<file path="config.mk">
export PLATFORM = sky130hd
export DESIGN_NAME = periph_bus_arbiter_flat
export DESIGN_NICKNAME = d
export VERILOG_FILES = /design/src/rtl/periph_bus_arbiter_if.sv /design/src/rtl/periph_bus_arbiter.sv /design/src/flat_wrapper.sv
export SDC_FILE = /design/constraint.sdc
export NUM_CORES = 1
export LEC_CHECK = 0
export BUFFER_PORTS_ARGS = -buffer_cell sky130_fd_sc_hd__clkbuf_2
export CORE_AREA = 2 2 216 218
export DETAILED_ROUTE_END_ITERATION = 10
export DIE_AREA = 0 0 218 220
export PLACE_DENSITY_LB_ADDON = 0.05
export SYNTH_ARGS = -nofsm -noshare
export SYNTH_HDL_FRONTEND = slang
export SYNTH_SLANG_ARGS = --single-unit
export TNS_END_PERCENT = 5
</file>
<file path="constraint.sdc">
create_clock -name clk_i -period 2.5 [get_ports clk_i]
set_input_delay 0.5 -clock clk_i [delete_from_list [all_inputs] [get_ports clk_i]]
set_output_delay 0.5 -clock clk_i [all_outputs]
set_load 0.05 [all_outputs]
</file>
<file path="src/rtl/periph_bus_arbiter_if.sv">
`default_nettype none
// ============================================================================
// periph_bus_arbiter_if : requester-side and peripheral-side bus of the arbiter
// Revision: 1.0
// ============================================================================
interface periph_bus_arbiter_if #(
   parameter int NrMasters = 2
);
   logic [NrMasters-1:0]    req_i;
   logic [NrMasters*64-1:0] addr_i;
   logic [NrMasters-1:0]    we_i;
   logic [NrMasters*64-1:0] wdata_i;
   logic [NrMasters*8-1:0]  be_i;
   logic [NrMasters-1:0]    gnt_o;
   logic [NrMasters-1:0]    rvalid_o;
   logic [63:0]             rdata_o;
   logic                    err_o;
   logic                    per_req_o;
   logic [1:0]              per_sel_o;
   logic [63:0]             per_addr_o;
   logic                    per_we_o;
   logic [63:0]             per_wdata_o;
   logic [7:0]              per_be_o;
   logic                    per_gnt_i;
   logic                    per_rvalid_i;
   logic [63:0]             per_rdata_i;
   logic                    per_err_i;

   modport slave (
      input  req_i, addr_i, we_i, wdata_i, be_i,
      input  per_gnt_i, per_rvalid_i, per_rdata_i, per_err_i,
      output gnt_o, rvalid_o, rdata_o, err_o,
      output per_req_o, per_sel_o, per_addr_o, per_we_o, per_wdata_o, per_be_o
   );

   modport master (
      output req_i, addr_i, we_i, wdata_i, be_i,
      output per_gnt_i, per_rvalid_i, per_rdata_i, per_err_i,
      input  gnt_o, rvalid_o, rdata_o, err_o,
      input  per_req_o, per_sel_o, per_addr_o, per_we_o, per_wdata_o, per_be_o
   );
endinterface
`default_nettype wire

</file>
<file path="src/rtl/periph_bus_arbiter.sv">
`default_nettype none
// ============================================================================
// periph_bus_arbiter : round-robin sharing of one slow-peripheral port,
//                      address decode, local error and timeout abort
// Revision: 1.0
// ============================================================================
module periph_bus_arbiter #(
   parameter int NrMasters     = 2,
   parameter int TimeoutCycles = 1024,
   parameter int CntWidth      = 11
) (
   input  logic                clk_i,
   input  logic                rst_ni,
   periph_bus_arbiter_if.slave bus
);
   localparam int                  IdxW       = $clog2(NrMasters);
   localparam logic [CntWidth-1:0] TimeoutVal = CntWidth'(TimeoutCycles);
   localparam logic [IdxW:0]       NrM        = (IdxW+1)'(NrMasters);

   typedef enum logic [2:0] {
      S_IDLE  = 3'd0,
      S_ISSUE = 3'd1,
      S_WAIT  = 3'd2,
      S_RESP  = 3'd3,
      S_ERR   = 3'd4
   } state_e;

   state_e               state_q, state_d;
   logic [IdxW-1:0]      ptr_q, ptr_d;
   logic [IdxW-1:0]      idx_q, idx_d;
   logic [CntWidth-1:0]  cnt_q, cnt_d;
   logic [63:0]          addr_q, addr_d;
   logic [63:0]          wdata_q, wdata_d;
   logic                 we_q, we_d;
   logic [7:0]           be_q, be_d;
   logic [1:0]           sel_q, sel_d;
   logic [NrMasters-1:0] rvalid_q, rvalid_d;
   logic [63:0]          rdata_q, rdata_d;
   logic                 err_q, err_d;

   logic                 win_valid;
   logic [IdxW-1:0]      win_idx;
   logic [IdxW:0]        cand;
   logic [63:0]          win_addr, win_wdata;
   logic                 win_we;
   logic [7:0]           win_be;
   logic                 win_mapped;
   logic [1:0]           win_sel;
   logic [NrMasters-1:0] gnt;
   logic [CntWidth-1:0]  cnt_inc;
   logic                 timed_out;

   // Scan downward so the last hit is the nearest request at or above ptr_q.
   always_comb begin
      win_valid = 1'b0;
      win_idx   = '0;
      cand      = '0;
      for (int i = NrMasters - 1; i >= 0; i--) begin
         cand = {1'b0, ptr_q} + (IdxW+1)'(i);
         if (cand >= NrM) begin
            cand = cand - NrM;
         end
         if (bus.req_i[cand[IdxW-1:0]]) begin
            win_valid = 1'b1;
            win_idx   = cand[IdxW-1:0];
         end
      end
   end

   always_comb begin
      win_addr  = '0;
      win_wdata = '0;
      win_we    = 1'b0;
      win_be    = '0;
      for (int m = 0; m < NrMasters; m++) begin
         if (win_idx == IdxW'(m)) begin
            win_addr  = bus.addr_i[64*m +: 64];
            win_wdata = bus.wdata_i[64*m +: 64];
            win_we    = bus.we_i[m];
            win_be    = bus.be_i[8*m +: 8];
         end
      end
   end

   always_comb begin
      win_mapped = 1'b1;
      win_sel    = 2'd0;
      if (win_addr >= 64'h1000_0000 && win_addr < 64'h1000_1000) begin
         win_sel = 2'd0;
      end else if (win_addr >= 64'h1800_0000 && win_addr < 64'h1800_1000) begin
         win_sel = 2'd1;
      end else if (win_addr >= 64'h2000_0000 && win_addr < 64'h2080_0000) begin
         win_sel = 2'd2;
      end else if (win_addr >= 64'h4000_0000 && win_addr < 64'h4000_1000) begin
         win_sel = 2'd3;
      end else begin
         win_mapped = 1'b0;
      end
   end

   assign cnt_inc   = (cnt_q == '1) ? cnt_q : cnt_q + 1'b1;
   assign timed_out = (cnt_q >= TimeoutVal);

   always_comb begin
      state_d  = state_q;
      ptr_d    = ptr_q;
      idx_d    = idx_q;
      cnt_d    = cnt_q;
      addr_d   = addr_q;
      wdata_d  = wdata_q;
      we_d     = we_q;
      be_d     = be_q;
      sel_d    = sel_q;
      rdata_d  = rdata_q;
      rvalid_d = '0;
      err_d    = 1'b0;
      gnt      = '0;
      unique case (state_q)
         S_IDLE: begin
            if (win_valid) begin
               gnt[win_idx] = 1'b1;
               idx_d        = win_idx;
               addr_d       = win_addr;
               wdata_d      = win_wdata;
               we_d         = win_we;
               be_d         = win_be;
               sel_d        = win_sel;
               cnt_d        = '0;
               ptr_d        = (win_idx == IdxW'(NrMasters - 1)) ? '0 : win_idx + 1'b1;
               if (win_mapped) begin
                  state_d = S_ISSUE;
               end else begin
                  state_d           = S_ERR;
                  rvalid_d[win_idx] = 1'b1;
                  rdata_d           = '0;
                  err_d             = 1'b1;
               end
            end
         end
         S_ISSUE: begin
            cnt_d = cnt_inc;
            if (timed_out) begin
               state_d         = S_ERR;
               rvalid_d[idx_q] = 1'b1;
               rdata_d         = '0;
               err_d           = 1'b1;
            end else if (bus.per_gnt_i) begin
               if (bus.per_rvalid_i) begin
                  state_d         = S_RESP;
                  rvalid_d[idx_q] = 1'b1;
                  rdata_d         = bus.per_rdata_i;
                  err_d           = bus.per_err_i;
               end else begin
                  state_d = S_WAIT;
               end
            end
         end
         S_WAIT: begin
            cnt_d = cnt_inc;
            // A response landing on the timeout cycle still wins over the abort.
            if (bus.per_rvalid_i) begin
               state_d         = S_RESP;
               rvalid_d[idx_q] = 1'b1;
               rdata_d         = bus.per_rdata_i;
               err_d           = bus.per_err_i;
            end else if (timed_out) begin
               state_d         = S_ERR;
               rvalid_d[idx_q] = 1'b1;
               rdata_d         = '0;
               err_d           = 1'b1;
            end
         end
         default: begin
            state_d = S_IDLE;
         end
      endcase
   end

   always_ff @(posedge clk_i or negedge rst_ni) begin
      if (!rst_ni) begin
         state_q  <= S_IDLE;
         ptr_q    <= '0;
         idx_q    <= '0;
         cnt_q    <= '0;
         addr_q   <= '0;
         wdata_q  <= '0;
         we_q     <= 1'b0;
         be_q     <= '0;
         sel_q    <= '0;
         rvalid_q <= '0;
         rdata_q  <= '0;
         err_q    <= 1'b0;
      end else begin
         state_q  <= state_d;
         ptr_q    <= ptr_d;
         idx_q    <= idx_d;
         cnt_q    <= cnt_d;
         addr_q   <= addr_d;
         wdata_q  <= wdata_d;
         we_q     <= we_d;
         be_q     <= be_d;
         sel_q    <= sel_d;
         rvalid_q <= rvalid_d;
         rdata_q  <= rdata_d;
         err_q    <= err_d;
      end
   end

   assign bus.gnt_o       = gnt;
   assign bus.rvalid_o    = rvalid_q;
   assign bus.rdata_o     = rdata_q;
   assign bus.err_o       = err_q;
   assign bus.per_req_o   = (state_q == S_ISSUE) && !timed_out;
   assign bus.per_sel_o   = sel_q;
   assign bus.per_addr_o  = addr_q;
   assign bus.per_we_o    = we_q;
   assign bus.per_wdata_o = wdata_q;
   assign bus.per_be_o    = be_q;

endmodule
`default_nettype wire

</file>
<file path="src/flat_wrapper.sv">
// flat-port wrapper written by rule: the top's interface ports become plain ports
module periph_bus_arbiter_flat 
#(
   parameter int NrMasters     = 2,
   parameter int TimeoutCycles = 1024,
   parameter int CntWidth      = 11
)
  (clk_i, rst_ni, bus_req_i, bus_addr_i, bus_we_i, bus_wdata_i, bus_be_i, bus_per_gnt_i, bus_per_rvalid_i, bus_per_rdata_i, bus_per_err_i, bus_gnt_o, bus_rvalid_o, bus_rdata_o, bus_err_o, bus_per_req_o, bus_per_sel_o, bus_per_addr_o, bus_per_we_o, bus_per_wdata_o, bus_per_be_o);
  periph_bus_arbiter_if #(.NrMasters(NrMasters)) bus_i ();
  input  logic clk_i;
  input  logic rst_ni;
  input wire logic [$bits(bus_i.req_i)-1:0] bus_req_i;
  input wire logic [$bits(bus_i.addr_i)-1:0] bus_addr_i;
  input wire logic [$bits(bus_i.we_i)-1:0] bus_we_i;
  input wire logic [$bits(bus_i.wdata_i)-1:0] bus_wdata_i;
  input wire logic [$bits(bus_i.be_i)-1:0] bus_be_i;
  input wire logic [$bits(bus_i.per_gnt_i)-1:0] bus_per_gnt_i;
  input wire logic [$bits(bus_i.per_rvalid_i)-1:0] bus_per_rvalid_i;
  input wire logic [$bits(bus_i.per_rdata_i)-1:0] bus_per_rdata_i;
  input wire logic [$bits(bus_i.per_err_i)-1:0] bus_per_err_i;
  output wire logic [$bits(bus_i.gnt_o)-1:0] bus_gnt_o;
  output wire logic [$bits(bus_i.rvalid_o)-1:0] bus_rvalid_o;
  output wire logic [$bits(bus_i.rdata_o)-1:0] bus_rdata_o;
  output wire logic [$bits(bus_i.err_o)-1:0] bus_err_o;
  output wire logic [$bits(bus_i.per_req_o)-1:0] bus_per_req_o;
  output wire logic [$bits(bus_i.per_sel_o)-1:0] bus_per_sel_o;
  output wire logic [$bits(bus_i.per_addr_o)-1:0] bus_per_addr_o;
  output wire logic [$bits(bus_i.per_we_o)-1:0] bus_per_we_o;
  output wire logic [$bits(bus_i.per_wdata_o)-1:0] bus_per_wdata_o;
  output wire logic [$bits(bus_i.per_be_o)-1:0] bus_per_be_o;
  assign bus_i.req_i = bus_req_i;
  assign bus_i.addr_i = bus_addr_i;
  assign bus_i.we_i = bus_we_i;
  assign bus_i.wdata_i = bus_wdata_i;
  assign bus_i.be_i = bus_be_i;
  assign bus_i.per_gnt_i = bus_per_gnt_i;
  assign bus_i.per_rvalid_i = bus_per_rvalid_i;
  assign bus_i.per_rdata_i = bus_per_rdata_i;
  assign bus_i.per_err_i = bus_per_err_i;
  assign bus_gnt_o = bus_i.gnt_o;
  assign bus_rvalid_o = bus_i.rvalid_o;
  assign bus_rdata_o = bus_i.rdata_o;
  assign bus_err_o = bus_i.err_o;
  assign bus_per_req_o = bus_i.per_req_o;
  assign bus_per_sel_o = bus_i.per_sel_o;
  assign bus_per_addr_o = bus_i.per_addr_o;
  assign bus_per_we_o = bus_i.per_we_o;
  assign bus_per_wdata_o = bus_i.per_wdata_o;
  assign bus_per_be_o = bus_i.per_be_o;
  periph_bus_arbiter #(.NrMasters(NrMasters), .TimeoutCycles(TimeoutCycles), .CntWidth(CntWidth)) u_core (.clk_i(clk_i), .rst_ni(rst_ni), .bus(bus_i));
endmodule
</file>
==> results summary <==
The flow ran to the end, and the final reports show no timing, DRC or antenna violations. The fmax is 0.413 GHz. The first global-routing pass estimated 67900 um of wire. The post-synthesis instance area is 10800 um2. Of the synthesized area, sequential elements account for 51.4%. The synthesized netlist net count came out at 1438. The slew at the pin closest to its max-slew limit came out at 574 ps.

In the layout the commonest cells are 549 x sky130_fd_sc_hd__clkbuf_2, 222 x sky130_fd_sc_hd__dfrtp_1, 199 x sky130_fd_sc_hd__nand3_1. The area share of xor/xnor cells in the synthesized design is 0.568%. The worst register-to-register path has a setup slack of 360 ps. The final sum of negative setup slack came out at 0 ps. By area, the combinational part of the netlist is dominated by compound AO/OA/AOI/OAI gates. The clock tree root driver cell is sky130_fd_sc_hd__clkbuf_16.

Using the TritonRoute via totals, the vias-per-cell ratio works out to 4.82. Of all flip-flops after synthesis, the portion carrying an async set or reset was 100%. The core box area came out at 45900 um2.

The first TritonRoute pass finished after 8 iterations. Entering global routing, the biggest net connects 105 pins. The library cell used most frequently in the layout, excluding fill and tap cells, is sky130_fd_sc_hd__clkbuf_2. Of the total synthesized cell area, the portion taken by full adders, half adders and majority gates is 0.232%. The peak fanout along the critical path came out at 6. The number of slew-limit violations in the final report came out at 0. The via count of the routed design came out at 10.9k. TritonCTS built the clock tree.

The count of input and output buffers came out at 553. The remaining antenna violation count after routing came out at 0. The top-level port count is 554. The share of final-layout standard cells stronger than drive strength 1 came out at 40.9%. The worst setup skew after layout is 13.4 ps. The gate count after technology mapping came out at 1091.

The count of flip-flops with a built-in enable after synthesis came out at 0. The global-route total usage across every layer is 18.2%. The final weighted congestion in routability-driven placement came out at 0.815.

The HPWL after detailed placement is 32700 um. The area fraction in and, or, nand and nor cells after synthesis is 17.0%. The arrival time at the worst endpoint came out at 1920 ps. By startpoint and endpoint, the worst setup path is classified as flop to primary output. The number of nets in the layout came out at 1980. The TritonCTS sink count came out at 222. The wire length after detailed routing is 45400 um. The die covers 48000 um2.

Clock-pin slew was measured on the worst setup and hold paths at 60 ps. The final number of setup-violating endpoints came out at 0. In this run the static leakage power is 8.08 nW. The floorplan die height came out at 220 um. The count of unique library cells instantiated by Yosys came out at 47. By area the synthesized netlist is led by sky130_fd_sc_hd__dfrtp_1 51%, sky130_fd_sc_hd__nand3_1 9.2%, sky130_fd_sc_hd__a222oi_1 6.5%, sky130_fd_sc_hd__o2111ai_1 5.2%, sky130_fd_sc_hd__mux2i_1 4.9%. The cell type with the highest aggregate area in the netlist is sky130_fd_sc_hd__dfrtp_1. The number of global-route vias before repair is 10.9k. STA classifies the critical path startpoint as a flop.

The smallest clock period supported by the final layout is computed as 2420 ps. After synthesis the netlist holds a flip-flop and latch count of 222. The mean area per synthesized cell came out at 9.90 um2. The effective utilization at floorplan came out at 23.6%. The areal power density over the cells is 1300 nW/um2. The number of maximum-capacitance violations is 0. Setup repair after global routing could not meet its margin everywhere. The worst-case clock buffer depth is 3. The number of DRC markers after the initial detailed-route iteration came out at 891. The worst path required time is 2000 ps. The share of the synthesized area in compound gates (AO/OA/AOI/OAI) came out at 17.5%. The headroom to the max-slew limit is 61.7%.

The diode insertion count for antenna repair came out at 0. On the final layout, the worst hold slack is 146 ps. The number of DRC violations after detailed routing is 0. The area share of the largest cell type after synthesis is 51.4%. From synthesis to final layout, the design area changed by 44.7%. Measured against the total synthesized area, the mux share comes to 5.12%.

The most used flip-flop cell after synthesis is sky130_fd_sc_hd__dfrtp_1. The Yosys step of the flow raised 0 warnings. The count of final hold-check violations came out at 0. In the finished design, the share of the clock period the worst path needs comes to 96.9%.

The worst setup path is captured at a primary output. The clock insertion delay at the later pin of the skew report came out at 560 ps. The die is 218 um wide. After global routing the overflow that remains totals 0. The initial antenna violation count came out at 1.

The number of levels the H-tree was split into is 1. The worst-case vdd ir drop is 0.753 mV. Dividing the detail-routed wire length by the instance count gives 20.1 um. The number of core rows is 79. In this run the worst hold path is classified as input port to flop. The number of buffers inserted during clock tree synthesis came out at 30.
-- Yosys cell counts, drive strengths merged (4+ instances only) --
master   instances
xnor2            7
a21oi           11
mux2i           53
nand2           99
a222oi          70
a211oi           4
nand4            4
o21ai           62
nor2            35
nor4            22
nand3          199
inv             75
buf             40
nor3             5
dfrtp          222
clkbuf          67
a31oi           15
o2111ai         64
-- final cells by class --
class | instances | area [um2]
fillers | 4847 | 30200
flip-flops and latches | 222 | 5560
multi-input cells | 687 | 4450
repair buffers | 617 | 3620
clock buffers | 49 | 923
well taps | 607 | 759
inverters | 75 | 282
clock inverters | 2 | 37.5
-- what timing repair did --
item                                    4_1_cts  5_1_grt
resized for setup                             4        3
hold buffers                                  1        0
hold endpoints to repair                     49        0
gates cloned                                  2        0
setup buffers                                 2        3
endpoints found under the setup margin        2        3
pin swaps                                     1        1
-- cells by family after synthesis --
kind of cell	count (synthesis)
flip-flops	222
AND/OR/NAND/NOR	381
multiplexers	55
buffers and inverters	182
adder cells (fa/ha/maj)	2
AO/OA/AOI/OAI	242
XOR/XNOR	7
-- sequential cells by signal (all words and copies together), names as in the netlist --
register,cells
u_core.idx_q,1
u_core.cnt_q,11
u_core.bus.per_addr_o,64
u_core.bus.per_we_o,1
u_core.bus.per_sel_o,2
u_core.bus.per_be_o,8
u_core.ptr_q,1
u_core.bus.rvalid_o,2
u_core.bus.err_o,1
u_core.state_q,3
u_core.bus.per_wdata_o,64
u_core.bus.rdata_o,64
-- worst paths after layout --
path,startpoint,to,cells past startpoint
max in group asynchronous,rst_ni,u_core.bus.per_wdata_o[17],3
setup / recovery,u_core.ptr_q,bus_gnt_o[0],6
hold reg to reg,u_core.idx_q,u_core.bus.rvalid_o[0],1
setup reg to reg,u_core.ptr_q,u_core.bus.rdata_o[18],10
min in group asynchronous,rst_ni,u_core.bus.per_wdata_o[15],2
hold / removal,bus_wdata_i[124],u_core.bus.per_wdata_o[60],3
-- per-stage QoR --
step	instances	utilization, %	power, mW	worst slack [ps]	cell area [um2]
6_report	2259	34.1	20.3	76.9	15600
4_1_cts	2256	34.0	20.6	-76.6	15600
5_1_grt	2259	34.1	21.5	-67.1	15600
3_3_place_gp	2200	31.7	16.1	-255	14500
3_5_place_dp	2200	31.7	16.1	-272	14500
2_1_floorplan	1091	-	12.7	185	10800
-- report_power, final --
part,internal (mW),total (mW),leakage [nW],switching (mW)
clock network,2.58,4.25,0.466,1.66
logic,2.83,10.6,4.77,7.74
registers,4.82,5.51,2.84,0.695
-- metal layers --
metal	up-vias	track usage [%]	wire (um)
li1	5172	-	-
met1	5282	23.6	18900
met2	397	31.4	22600
met3	37	4.02	3290
met4	2	3.49	581
met5	-	0	11
-- critical path, cell delays in order, from the launching register on --
cell                       delay (ps)
sky130_fd_sc_hd__dfrtp_1          370
sky130_fd_sc_hd__nand2b_2         230
sky130_fd_sc_hd__and2_4           230
sky130_fd_sc_hd__buf_4            160
sky130_fd_sc_hd__nor2_4           110
sky130_fd_sc_hd__buf_12           130
sky130_fd_sc_hd__buf_12           130
No activity file was read; power rests on OpenSTA's default activity.
